`config.mk`:
```
export PLATFORM = sky130hd
export DESIGN_NAME = processor_core
export DESIGN_NICKNAME = d
export VERILOG_FILES = /design/src/rtl/processor_core_pkg.sv /design/src/rtl/processor_core_alu.sv /design/src/rtl/processor_core.sv
export SDC_FILE = /design/constraint.sdc
export NUM_CORES = 1
export LEC_CHECK = 0
export BUFFER_PORTS_ARGS = -buffer_cell sky130_fd_sc_hd__buf_2
export CORE_MARGIN = 4
export CORE_UTILIZATION = 25
export CTS_BUF_LIST = sky130_fd_sc_hd__clkbuf_8
export DETAILED_ROUTE_END_ITERATION = 10
export HOLD_SLACK_MARGIN = 0.15
export PLACE_DENSITY_LB_ADDON = 0.05
export RECOVER_POWER = 100
export SLEW_MARGIN = 20
export SYNTH_ARGS = -nofsm -noshare
export SYNTH_HDL_FRONTEND = slang
export SYNTH_SLANG_ARGS = --single-unit
```
`constraint.sdc`:
```
create_clock -name clk -period 9.4 [get_ports clk]
set_clock_uncertainty 0.1 [all_clocks]
set_input_delay 1.41 -clock clk [delete_from_list [all_inputs] [get_ports clk]]
set_output_delay 1.41 -clock clk [all_outputs]
set_load 0.005 [all_outputs]
```
`src/rtl/processor_core_pkg.sv`:
```
// Shared definitions for the multi-cycle 10-bit processor core.
package processor_core_pkg;

   localparam int unsigned WORD_SIZE    = 10;
   localparam int unsigned ADDRESS_SIZE = 8;
   localparam int unsigned DATA_SIZE    = 8;
   localparam int unsigned REG_COUNT    = 4;
   localparam int unsigned REG_SEL_W    = 2;
   localparam int unsigned ABS_ADDR_W   = 7;

   typedef enum logic {
      S_FETCH = 1'b0,
      S_EXEC  = 1'b1
   } state_t;

   typedef enum logic [3:0] {
      OP_ADD   = 4'd0,
      OP_SUB   = 4'd1,
      OP_AND   = 4'd2,
      OP_OR    = 4'd3,
      OP_NOT   = 4'd4,
      OP_SIZ   = 4'd5,
      OP_NOP   = 4'd6,
      OP_JUMP  = 4'd7,
      OP_STORE = 4'd8,
      OP_LOAD  = 4'd9,
      OP_SAVE  = 4'd10
   } opcode_t;

   // Two-bit ALU function, taken straight from IR[7:6] of the register ops
   typedef enum logic [1:0] {
      ALU_ADD = 2'd0,
      ALU_SUB = 2'd1,
      ALU_AND = 2'd2,
      ALU_OR  = 2'd3
   } alu_op_t;

   // Memory request presented by the core each cycle
   typedef struct packed {
      logic [ADDRESS_SIZE-1:0] addr;
      logic [WORD_SIZE-1:0]    wdata;
      logic                    write;
   } mem_req_t;

   // Full decode: every 10-bit pattern maps onto exactly one opcode
   function automatic opcode_t decode_op(input logic [WORD_SIZE-1:0] instr);
      opcode_t op;
      case (instr[9:6])
         4'b0000:          op = OP_ADD;
         4'b0001:          op = OP_SUB;
         4'b0010:          op = OP_AND;
         4'b0011:          op = OP_OR;
         4'b0100:          op = OP_NOT;
         4'b0101:          op = instr[5] ? OP_NOP : OP_SIZ;
         4'b0110, 4'b0111: op = OP_JUMP;
         4'b1000, 4'b1001: op = OP_STORE;
         4'b1010, 4'b1011: op = OP_LOAD;
         default:          op = OP_SAVE;
      endcase
      return op;
   endfunction

endpackage

```
`src/rtl/processor_core_alu.sv`:
```
// Combinational 8-bit ALU: add/sub/and/or selected by op, or bitwise NOT of a.
module processor_core_alu
   import processor_core_pkg::*;
(
   input  alu_op_t              op,
   input  logic                 invert,
   input  logic [DATA_SIZE-1:0] a,
   input  logic [DATA_SIZE-1:0] b,
   output logic [DATA_SIZE-1:0] result_c,
   output logic                 zero_c
);

   // Result select and zero detect
   always_comb begin
      result_c = '0;
      if (invert) begin
         result_c = ~a;
      end else begin
         case (op)
            ALU_ADD: result_c = a + b;
            ALU_SUB: result_c = a - b;
            ALU_AND: result_c = a & b;
            ALU_OR:  result_c = a | b;
            default: result_c = '0;
         endcase
      end
      zero_c = (result_c == '0);
   end

endmodule

```
`src/rtl/processor_core.sv`:
```
// Two-state (FETCH/EXEC) processor core driving a single-port program/data memory.
module processor_core
   import processor_core_pkg::*;
(
   input  logic                    clk,
   input  logic                    rst,
   input  logic                    enable,
   input  logic [WORD_SIZE-1:0]    mem_rdata,
   output logic [ADDRESS_SIZE-1:0] mem_addr,
   output logic [WORD_SIZE-1:0]    mem_wdata,
   output logic                    mem_write,
   output logic [ADDRESS_SIZE-1:0] pc,
   output logic [DATA_SIZE-1:0]    r0,
   output logic                    zero
);

   state_t                  state_q, state_d;
   logic [ADDRESS_SIZE-1:0] pc_q, pc_d;
   logic [WORD_SIZE-1:0]    ir_q, ir_d;
   logic [DATA_SIZE-1:0]    rf_q [REG_COUNT];
   logic [DATA_SIZE-1:0]    rf_d [REG_COUNT];
   logic                    zero_q, zero_d;

   mem_req_t                req;
   opcode_t                 op;
   alu_op_t                 alu_op;
   logic                    alu_invert;
   logic [REG_SEL_W-1:0]    ra, rb, rd;
   logic [DATA_SIZE-1:0]    alu_result;
   logic                    alu_zero;
   logic [ADDRESS_SIZE-1:0] abs_addr;

   assign op         = decode_op(ir_q);
   assign ra         = ir_q[5:4];
   assign rb         = ir_q[3:2];
   assign rd         = ir_q[1:0];
   assign alu_op     = alu_op_t'(ir_q[7:6]);
   assign alu_invert = (op == OP_NOT);
   assign abs_addr   = {1'b0, ir_q[ABS_ADDR_W-1:0]};

   processor_core_alu u_alu (
      .op       (alu_op),
      .invert   (alu_invert),
      .a        (rf_q[ra]),
      .b        (rf_q[rb]),
      .result_c (alu_result),
      .zero_c   (alu_zero)
   );

   // Next-state, commit values and memory request decode
   always_comb begin
      state_d    = state_q;
      pc_d       = pc_q;
      ir_d       = ir_q;
      rf_d       = rf_q;
      zero_d     = zero_q;
      req.addr   = pc_q;
      req.wdata  = WORD_SIZE'(rf_q[0]);
      req.write  = 1'b0;

      case (state_q)
         S_FETCH: begin
            if (enable) begin
               ir_d    = mem_rdata;
               state_d = S_EXEC;
            end
         end
         S_EXEC: begin
            state_d = S_FETCH;
            pc_d    = pc_q + ADDRESS_SIZE'(1);
            case (op)
               OP_ADD, OP_SUB, OP_AND, OP_OR, OP_NOT: begin
                  rf_d[rd] = alu_result;
                  zero_d   = alu_zero;
               end
               OP_SIZ: begin
                  if (zero_q) pc_d = pc_q + ADDRESS_SIZE'(2);
               end
               OP_JUMP: begin
                  pc_d = abs_addr;
               end
               OP_STORE: begin
                  req.addr  = abs_addr;
                  req.write = 1'b1;
               end
               OP_LOAD: begin
                  req.addr = abs_addr;
                  rf_d[0]  = mem_rdata[DATA_SIZE-1:0];
               end
               OP_SAVE: begin
                  rf_d[0] = ir_q[DATA_SIZE-1:0];
               end
               default: ;
            endcase
         end
         default: state_d = S_FETCH;
      endcase
   end

   // Architectural state registers
   always_ff @(posedge clk or posedge rst) begin
      if (rst) begin
         state_q <= S_FETCH;
         pc_q    <= '0;
         ir_q    <= '0;
         zero_q  <= 1'b0;
         rf_q    <= '{default: '0};
      end else begin
         state_q <= state_d;
         pc_q    <= pc_d;
         ir_q    <= ir_d;
         zero_q  <= zero_d;
         rf_q    <= rf_d;
      end
   end

   assign mem_addr  = req.addr;
   assign mem_wdata = req.wdata;
   assign mem_write = req.write;
   assign pc        = pc_q;
   assign r0        = rf_q[0];
   assign zero      = zero_q;

endmodule
```
After elaboration in Yosys (flattened, before gate mapping)

Index checks and enable logic that the tools add are counted.

Register bits: 52
Input port bits: 13
Logic and storage cells: 82

Add/sub/neg operators: 4
Magnitude comparators: 4
Eq/ne operators: 23
Muxes and demuxes: 22
Bitwise gates (word level): 7
Reductions and logical operators: 14

Operator list:

| operator                                                               | count |
|---|---|
| 8-bit 2-to-1 mux                                                       | 9 |
| 4-bit one-hot mux with 9 select lines                                  | 1 |
| 8-bit binary-select mux with 2-bit select                              | 2 |
| 32-bit bitwise mux                                                     | 1 |
| 8-bit one-hot mux with 4 select lines                                  | 1 |
| 4-bit by 3-bit equality test with 1-bit output (second input constant) | 7 |
| 4-bit equality test (second input constant)                            | 7 |
| 8-bit one-hot mux with 3 select lines                                  | 1 |
| 8-bit demux with 2-bit select                                          | 1 |
| 4-bit by 2-bit equality test with 1-bit output (second input constant) | 4 |
| 8-bit one-hot mux with 2 select lines                                  | 1 |
| 3-bit >= comparator (second input constant)                            | 3 |
| 2-bit inverter with 3-bit output                                       | 3 |
| 8-bit by 1-bit adder with 8-bit output (second input constant)         | 1 |
| 8-bit by 2-bit adder with 8-bit output (second input constant)         | 1 |
| 8-bit adder                                                            | 1 |
| 8-bit AND                                                              | 1 |
| 4-bit by 1-bit equality test with 1-bit output (second input constant) | 2 |
| 4-bit logical NOT                                                      | 2 |
| 8-bit logical NOT                                                      | 1 |
| 8-bit inverter                                                         | 1 |
| 8-bit bitwise OR                                                       | 1 |
| 2-bit OR reduction                                                     | 4 |
| 8-bit subtractor                                                       | 1 |
| other kinds (12)                                                       | 17 |

Depth between registers and ports, before layout

Gate-level depths: netlist of run 1.

Depth after elaboration: 9
Depth in mapped cells: 15
Gate-level depth less buffers: 14

Cells and area by module

Synthesis of run 1 repeated with hierarchy kept, for this count alone.

Cells, all modules: 406
Area total of the unflattened synthesis: 4080.2 um2

By module, submodules not included:

| module             | times used | cells each | area an instance (um2) | seq. area each (um2) |
|---|---|---|---|---|
| processor_core     | 1          | 285        | 3225.6                 | 1301.2 |
| processor_core_alu | 1          | 121        | 854.6                  | 0.0 |

Least setup slack after synthesis of run 1

OpenSTA, ideal clock, no wires.

Kind: register to register
From: register ir_q[3]
To: register zero_q (netlist: zero)
Setup time: 0.067 ns
Data arrival time: 3.385 ns
Path slack: 5.848 ns
Cell stages (with the launch flop): 16
Buffers on the path: 1
Clock period less this slack: 3.552 ns
Path through: dfrtp_1 > buf_6 > mux4_2 > inv_1 > ha_1 > nor3b_1 > nor2_1 > xnor2_1 > ha_1 > a21o_1 > a31oi_1 > o21ai_0 > a31oi_1 > xnor3_1 > o221ai_2 > a32o_1

Cells in the longest elaborated chain, start to end: 8
Elaborated cells on any way between the ends: 11
Those cells by class: add/sub (2); mux (5); bitwise (3); reduce/logical (1)

Ends and longest elaborated chain:

| item                                                     | line                     | text |
|---|---|---|
| start, declared                                          | processor_core.sv:19     | `logic [WORD_SIZE-1:0] ir_q, ir_d;` |
| start signal, assigned                                   | processor_core.sv:111    | `ir_q <= ir_d;` |
| 2-bit inverter with 3-bit output (implied by the code) * | processor_core.sv:45     | `.b (rf_q[rb]),` |
| 8-bit binary-select mux with 2-bit select *              | processor_core.sv:45     |  |
| 8-bit 2-to-1 mux (implied by the code) * (2 in series)   | processor_core.sv:45     |  |
| 8-bit subtractor (tied with other cells)                 | processor_core_alu.sv:21 | `ALU_SUB: result_c = a - b;` |
| 8-bit one-hot mux with 4 select lines *                  | processor_core_alu.sv:19 | `case (op)` |
| 8-bit 2-to-1 mux *                                       | processor_core_alu.sv:16 | `if (invert) begin` |
| 8-bit logical NOT *                                      | processor_core_alu.sv:27 | `zero_c = (result_c == '0);` |
| end signal, assigned                                     | processor_core.sv:112    | `zero_q <= zero_d;` |
| end, declared                                            | processor_core.sv:22     | `logic zero_q, zero_d;` |

Mark *: on every way between the ends. The rest lies on a longest branch, timed or not. The select of a mux whose other input is x is not followed.
A chain may end at the register's enable or synchronous reset.

Worst setup path after layout of run 1

Same ends and word-level chain as after synthesis.

==> results of run 1 <==
path summary, 6_finish.rpt:
check / startpoint / to / slack, ns / cells after the start
max in group asynchronous: rst / rf_q[12]$_DFFE_PP0P_ / 5.46 / 3
min reg2reg: rf_q[1]$_DFFE_PP0P_ / rf_q[1]$_DFFE_PP0P_ / 0.42 / 2
min in group asynchronous: rst / r0[0]$_DFFE_PP0P_ / 2.07 / 3
max reg2reg: ir_q[3]$_DFFE_PP0P_ / zero$_DFFE_PP0P_ / 4.95 / 12
min: rf_q[1]$_DFFE_PP0P_ / rf_q[1]$_DFFE_PP0P_ / 0.42 / 2
max: ir_q[3]$_DFFE_PP0P_ / zero$_DFFE_PP0P_ / 4.95 / 12
registers in the layout, summed over array words and instances (netlist names):
name     count
pc           8
zero         1
ir_q        10
state_q      1
r0           8
rf_q        24
cell usage after synthesis (2+ instances only):
master	n
a211oi_1	3
a21boi_0	2
a21o_1	4
a21oi_1	30
a22o_1	8
a22oi_1	8
a31oi_1	5
a32o_1	2
and2_1	3
buf_2	3
buf_4	18
buf_6	2
clkbuf_1	17
dfrtp_1	52
ha_1	12
inv_1	9
maj3_1	3
mux2_2	25
mux2i_1	3
mux4_2	15
nand2_1	37
nand2b_1	5
nand3_1	4
nand3b_1	3
nand4_1	3
nor2_1	33
nor2b_1	3
nor3_1	5
nor3b_1	3
o2111ai_1	2
o211ai_1	3
o21ai_0	17
o21ai_1	20
o21ai_2	2
o31ai_1	2
xnor2_1	9
xor2_1	4
critical path, stage by stage, from the launching register on:
cell	delay, ns
dfrtp_1	0.82
mux4_2	0.68
inv_1	0.12
ha_1	0.23
mux2i_1	0.24
ha_1	0.28
nor2b_1	0.12
o21ai_0	0.39
o21ai_0	0.22
xnor2_1	0.17
o21ai_0	0.57
nor3_1	0.12
a32o_1	0.28
cells by family (layout without fill, tap and decap cells):
family / Yosys count / after routing / share of synthesized area [%]
flip-flops: 52 / 52 / 33.9
adder cells (fa/ha/maj): 16 / 16 / 5.21
multiplexers: 44 / 44 / 17.6
AO/OA/AOI/OAI: 117 / 117 / 19.6
buffers and inverters: 50 / 66 / 7.13
AND/OR/NAND/NOR: 106 / 106 / 12.9
other: 1 / 2 / 0.0976
XOR/XNOR: 14 / 14 / 3.55
layout make-up:
class	instances	area, um^2
inverters	9	33.8
clock inverters	3	27.5
clock buffers	5	68.8
repair buffers	49	239
multi-input cells	299	2270
well taps	188	235
flip-flops and latches	52	1300
fillers	1609	11000
layer usage:
layer | up-vias | routed length [um] | track usage [%] | part of all wire (%)
met5 | - | 0 | 0 | 0
li1 | 1482 | - | - | -
met1 | 1523 | 6180 | 20.6 | 51
met3 | 14 | 388 | 2.67 | 3.2
met4 | 0 | 230 | 4.03 | 1.9
met2 | 64 | 5340 | 21.9 | 44
report_power, final:
group | internal [uW] | leakage (uW) | switching (uW)
clock network | 55.0 | 0.0000463 | 93.3
registers | 309 | 0.000635 | 132
logic | 450 | 0.00103 | 519
total | 814 | 0.00171 | 745
per-stage QoR:
step | cell area, um^2 | setup slack, ns | total power (uW) | cells
finish | 4170 | 4.95 | 1560 | 605
global route | 4170 | 4.48 | 1730 | 605
CTS | 4190 | 4.91 | 1600 | 605
detailed placement | 4100 | 4.96 | 1440 | 597
global placement | 4090 | 5.08 | 1450 | 597
floorplan | 3840 | 5.85 | 1180 | 401
==> metrics.md, run 1 <==
| Metric | Value |
|---|---|
| Ys async rst share | `100%` |
| Commonest non-fill, non-tap cell in the layout | `dfrtp_1` |
| Status | `finished with violations` |
| Worst skew pair latency | `0.34 ns` |
| Worst-margin pin slew | `2.96 ns` |
| Hold Crit Class | `flip-flop to flip-flop` |
| IO Port Bufs | `46` |
| Max Fclk | `225 MHz` |
| Sequential fraction of the synthesis area | `33.9%` |
| Max-slew headroom | `-97.0%` |
| Post-Route WL | `12.1 mm` |
| Total grt overflow | `0` |
| Synth Flop Type | `dfrtp_1` |
| Most frequent cells in the layout | `dfrtp_1 (52), buf_2 (38), nand2_1 (37)` |
| # hold bufs at CTS | `0` |
| CP Launch Type | `flip-flop` |
| Sum Neg Setup Slack | `0 ns` |
| Synth area leaders | `dfrtp_1 (34%), mux4_2 (8.8%), mux2_2 (7.3%), a21oi_1 (3.9%), ha_1 (3.9%)` |
| YS warnings | `0` |
| Die Width | `132 um` |
| Post-DRT Antenna Nets | `0` |
| H-tree depth | `2` |
| DRC Markers | `0` |
| Leakage | `0.00171 uW` |
| P&R area growth vs syn | `8.60%` |
| Largest net degree at the start of global routing | `53` |
| Synth Instances | `400` |
| Period utilization | `47.4%` |
| Synth top area share | `33.9%` |
| I/O pins | `49` |
| Post-CTS setup buffer count | `0` |
| CTS clk-pin slew, worst paths | `0.12 ns` |
| EDFF count, synth | `0` |
| Area of the core | `15100 um^2` |
| Worst path arrival time | `4.59 ns` |
| Cell area after synthesis | `3840 um^2` |
| Critical Path RT | `9.54 ns` |
| CTS sink cnt | `52` |
| Initial Util | `25.4%` |
| Clock buffer depth | `2` |
| Nets | `442` |
| Layout cell share with drive strength beyond 1 | `22.5%` |
| Post-DP HPWL | `8.64 mm` |
| Die height | `132 um` |
| Register bit total from synthesis | `52` |
| Initial antenna violation count | `0` |
| Crit path max fanout | `12` |
| Vias | `3083` |
| Gr usage total | `14.3%` |
| Root Driver | `clkbuf_8` |
| Failing checks | `capacitance limit, slew limit` |
| Number of gates resized after CTS | `0` |
| RSZ-0062 raised after global routing | `no` |
| First-pass DRT Iterations | `4` |
| Vias in the first global route | `3222` |
| Total CTS buffers | `5` |
| Global-route wire length before repair | `19.3 mm` |
| CTS tree | `done` |
| Synth area leader | `dfrtp_1` |
| Final core occ | `27.5%` |
| Post-synth cell types | `58` |
| Vias per cell | `5.10` |
| Crit end category | `flip-flop` |
| Routed len/inst | `20.1 um` |
| Placer Congestion | `0.763` |
| Power Density | `374 nW/um^2` |
| Crit path kind | `flip-flop to flip-flop` |
| Final Slew Violations | `53` |
| Mean Syn Cell Area | `9.60 um^2` |
| Std cell rows | `45` |
| Final hold viol count | `0` |
| Max-cap violations | `1` |
| Antenna cell count | `0` |
| Final setup fails | `0` |
| DRT iter0 DRCs | `162` |
| Min Tclk post-route | `4.45 ns` |
| Hold_ws | `0.416 ns` |
| Die area | `17400 um^2` |
| VDD IR max | `0.131 mV` |
Note: power is estimated with default switching activity, not from simulation.
==> run 2, diff against run 1 <==
Settings changed: ABC_AREA set to 1.
Clock period 9.4 ns to 4.5 ns, I/O delays scaled along.
==> metrics.md, run 2 <==
| Metric | Value |
|---|---|
| Synth Instances | `613` |
| Synth area leaders | `dfrtp_1 (31%), nand2_1 (18%), o21ai_0 (6.6%), nand3_1 (5.6%), nor2_1 (4.3%)` |
| Worst-margin pin slew | `1.98 ns` |
| Placed inst area | `4430 um^2` |
| Initial antenna violation count | `0` |
| Hold_ws | `0.367 ns` |
| P&R area growth vs syn | `6.60%` |
| Max Fclk | `266 MHz` |
| Max-cap violations | `1` |
| IO Port Bufs | `46` |
| Total grt overflow | `0` |
| Crit end category | `flip-flop` |
| Design Area, Final | `4440 um^2` |
| Vias per cell | `4.85` |
| Critical Path RT | `4.68 ns` |
| Max reg flops | `24` |
| Worst skew pair latency | `0.34 ns` |
| Post-CTS setup buffer count | `0` |
| FF+latch area | `1300 um^2` |
| CTS sink cnt | `52` |
| Min Tclk post-route | `3.75 ns` |
| Synth area leader | `dfrtp_1` |
| RSZ-0062 raised after global routing | `no` |
| DRC Markers | `0` |
| Crit path kind | `flip-flop to flip-flop` |
| Area occupied by multi-input gates | `2310 um^2` |
| Post-DRT Antenna Nets | `0` |
| Number of gates resized after CTS | `0` |
| Final Slew Violations | `35` |
| Placed Cells | `841` |
| YS warnings | `0` |
| Largest register by flop count | `rf_q` |
| Top Registers | `rf_q x24, ir_q x10` |
| VDD IR max | `0.184 mV` |
| Total CTS buffers | `5` |
| Vias in the first global route | `3814` |
| I/O pins | `49` |
| Final hold viol count | `0` |
| CTS clk-pin slew, worst paths | `0.11 ns` |
| Sequential fraction of the synthesis area | `31.2%` |
| Cell area after synthesis | `4170 um^2` |
| Crit path max fanout | `12` |
| # hold bufs at CTS | `0` |
| Clock buffer depth | `2` |
| Antenna cell count | `0` |
| Placer Congestion | `0.821` |
| CP Launch Type | `flip-flop` |
| DRT iter0 DRCs | `287` |
| Vias | `4119` |
| Ys async rst share | `100%` |
| Largest net degree at the start of global routing | `35` |
| Mean Syn Cell Area | `6.80 um^2` |
| Hold Crit Class | `input port to async pin` |
| Non-Filler Instances | `849` |
| Commonest non-fill, non-tap cell in the layout | `nand2_1` |
| Count leader, synth | `nand2_1` |
| Post-Route WL | `14.8 mm` |
| Root Driver | `clkbuf_8` |
| Power Density | `653 nW/um^2` |
| H-tree depth | `2` |
| Routed len/inst | `17.5 um` |
| EDFF count, synth | `0` |
| Crit path from | `ir_q[3]$_DFFE_PP0P_` |
| RR Startpoint | `ir_q[3]$_DFFE_PP0P_` |
| Max-slew headroom | `-32.0%` |
| First-pass DRT Iterations | `5` |
| Power Total | `2900 uW` |
| Worst path arrival time | `3.93 ns` |
| Period utilization | `83.4%` |
| Failing checks | `capacitance limit, slew limit` |
| Fill count | `1853` |
| Post-synth top cells | `nand2_1 (196), o21ai_0 (55), dfrtp_1 (52)` |
| Gr usage total | `16.4%` |
| Die height | `137 um` |
| Die Width | `137 um` |
| Post-DP HPWL | `11.3 mm` |
| Leakage | `0.00217 uW` |
| Status | `finished with violations` |
| Most frequent cells in the layout | `nand2_1 (197), o21ai_0 (70), dfrtp_1 (52)` |
| Std cell rows | `46` |
| Die area | `18800 um^2` |
| Area of the core | `16100 um^2` |
| Layout cell share with drive strength beyond 1 | `9.48%` |
| Sum Neg Setup Slack | `0 ns` |
| Synth top area share | `31.2%` |
| CTS tree | `done` |
| Global-route wire length before repair | `23.2 mm` |
| Synth Flop Type | `dfrtp_1` |
| Final setup fails | `0` |
| Nets | `658` |
| Initial Util | `25.9%` |
| Register bit total from synthesis | `52` |
| Post-synth cell types | `45` |
## run 2: logic make-up after synthesis
kind of cell             after synthesis  share of synthesized area, %
AO/OA/AOI/OAI                        124                          17.3
XOR/XNOR                              14                          2.94
adder cells (fa/ha/maj)               13                          4.08
buffers and inverters                 95                          11.8
flip-flops                            52                          31.2
other                                  1                        0.0899
AND/OR/NAND/NOR                      314                          32.6
## run 2: per-stage QoR
stage / worst slack (ns) / util [%]
2_1_floorplan: 1.63 / -
5_1_grt: 0.366 / 27.6
3_5_place_dp: 0.799 / 27.5
6_report: 0.746 / 27.6
3_3_place_gp: 0.912 / 27.5
4_1_cts: 0.778 / 28.2
## run 2: layout make-up
| type | count | area share, % |
|---|---|---|
| multi-input combinational | 467 | 51.9 |
| sequential | 52 | 29.3 |
| tap | 216 | 6.08 |
| timing repair buffer | 52 | 5.69 |
| inverter | 54 | 4.62 |
| clock buffer | 5 | 1.55 |
| clock inverter | 3 | 0.873 |
## run 2: power by group
part	total [uW]	leakage (uW)	switching [uW]	internal (uW)
Combinational	1670	0.00147	1080	591
Clock	339	0.0000593	176	163
Sequential	888	0.000647	247	641
Total	2900	0.00217	1500	1400
## run 2: worst paths after layout
path	slack, ns	cells past startpoint	to
setup / recovery	0.75	13	zero$_DFFE_PP0P_
hold / removal	0.37	2	ir_q[2]$_DFFE_PP0P_
setup reg to reg	0.75	13	zero$_DFFE_PP0P_
hold reg to reg	0.42	2	rf_q[8]$_DFFE_PP0P_
max in group asynchronous	1.60	3	rf_q[14]$_DFFE_PP0P_
min in group clk	0.42	2	rf_q[8]$_DFFE_PP0P_
## run 2: worst max-delay path: stages, from the launching register on
cell,delay [ns]
dfrtp_1,0.61
inv_1,0.31
nand3_1,0.16
nand2_1,0.16
ha_1,0.30
o21ai_0,0.38
fa_1,0.49
nand2_1,0.10
o211ai_1,0.11
o21ai_0,0.54
nand4_1,0.15
nor2_1,0.15
nand3_1,0.08
nand2_1,0.06
## run 2: layer usage
metal / vias up / wire length [um] / GRT usage [%]
met5: - / 0 / 0
met4: 0 / 168 / 3.49
met3: 14 / 725 / 2.90
met2: 115 / 6370 / 24.6
met1: 1959 / 7580 / 24.7
li1: 2031 / - / -
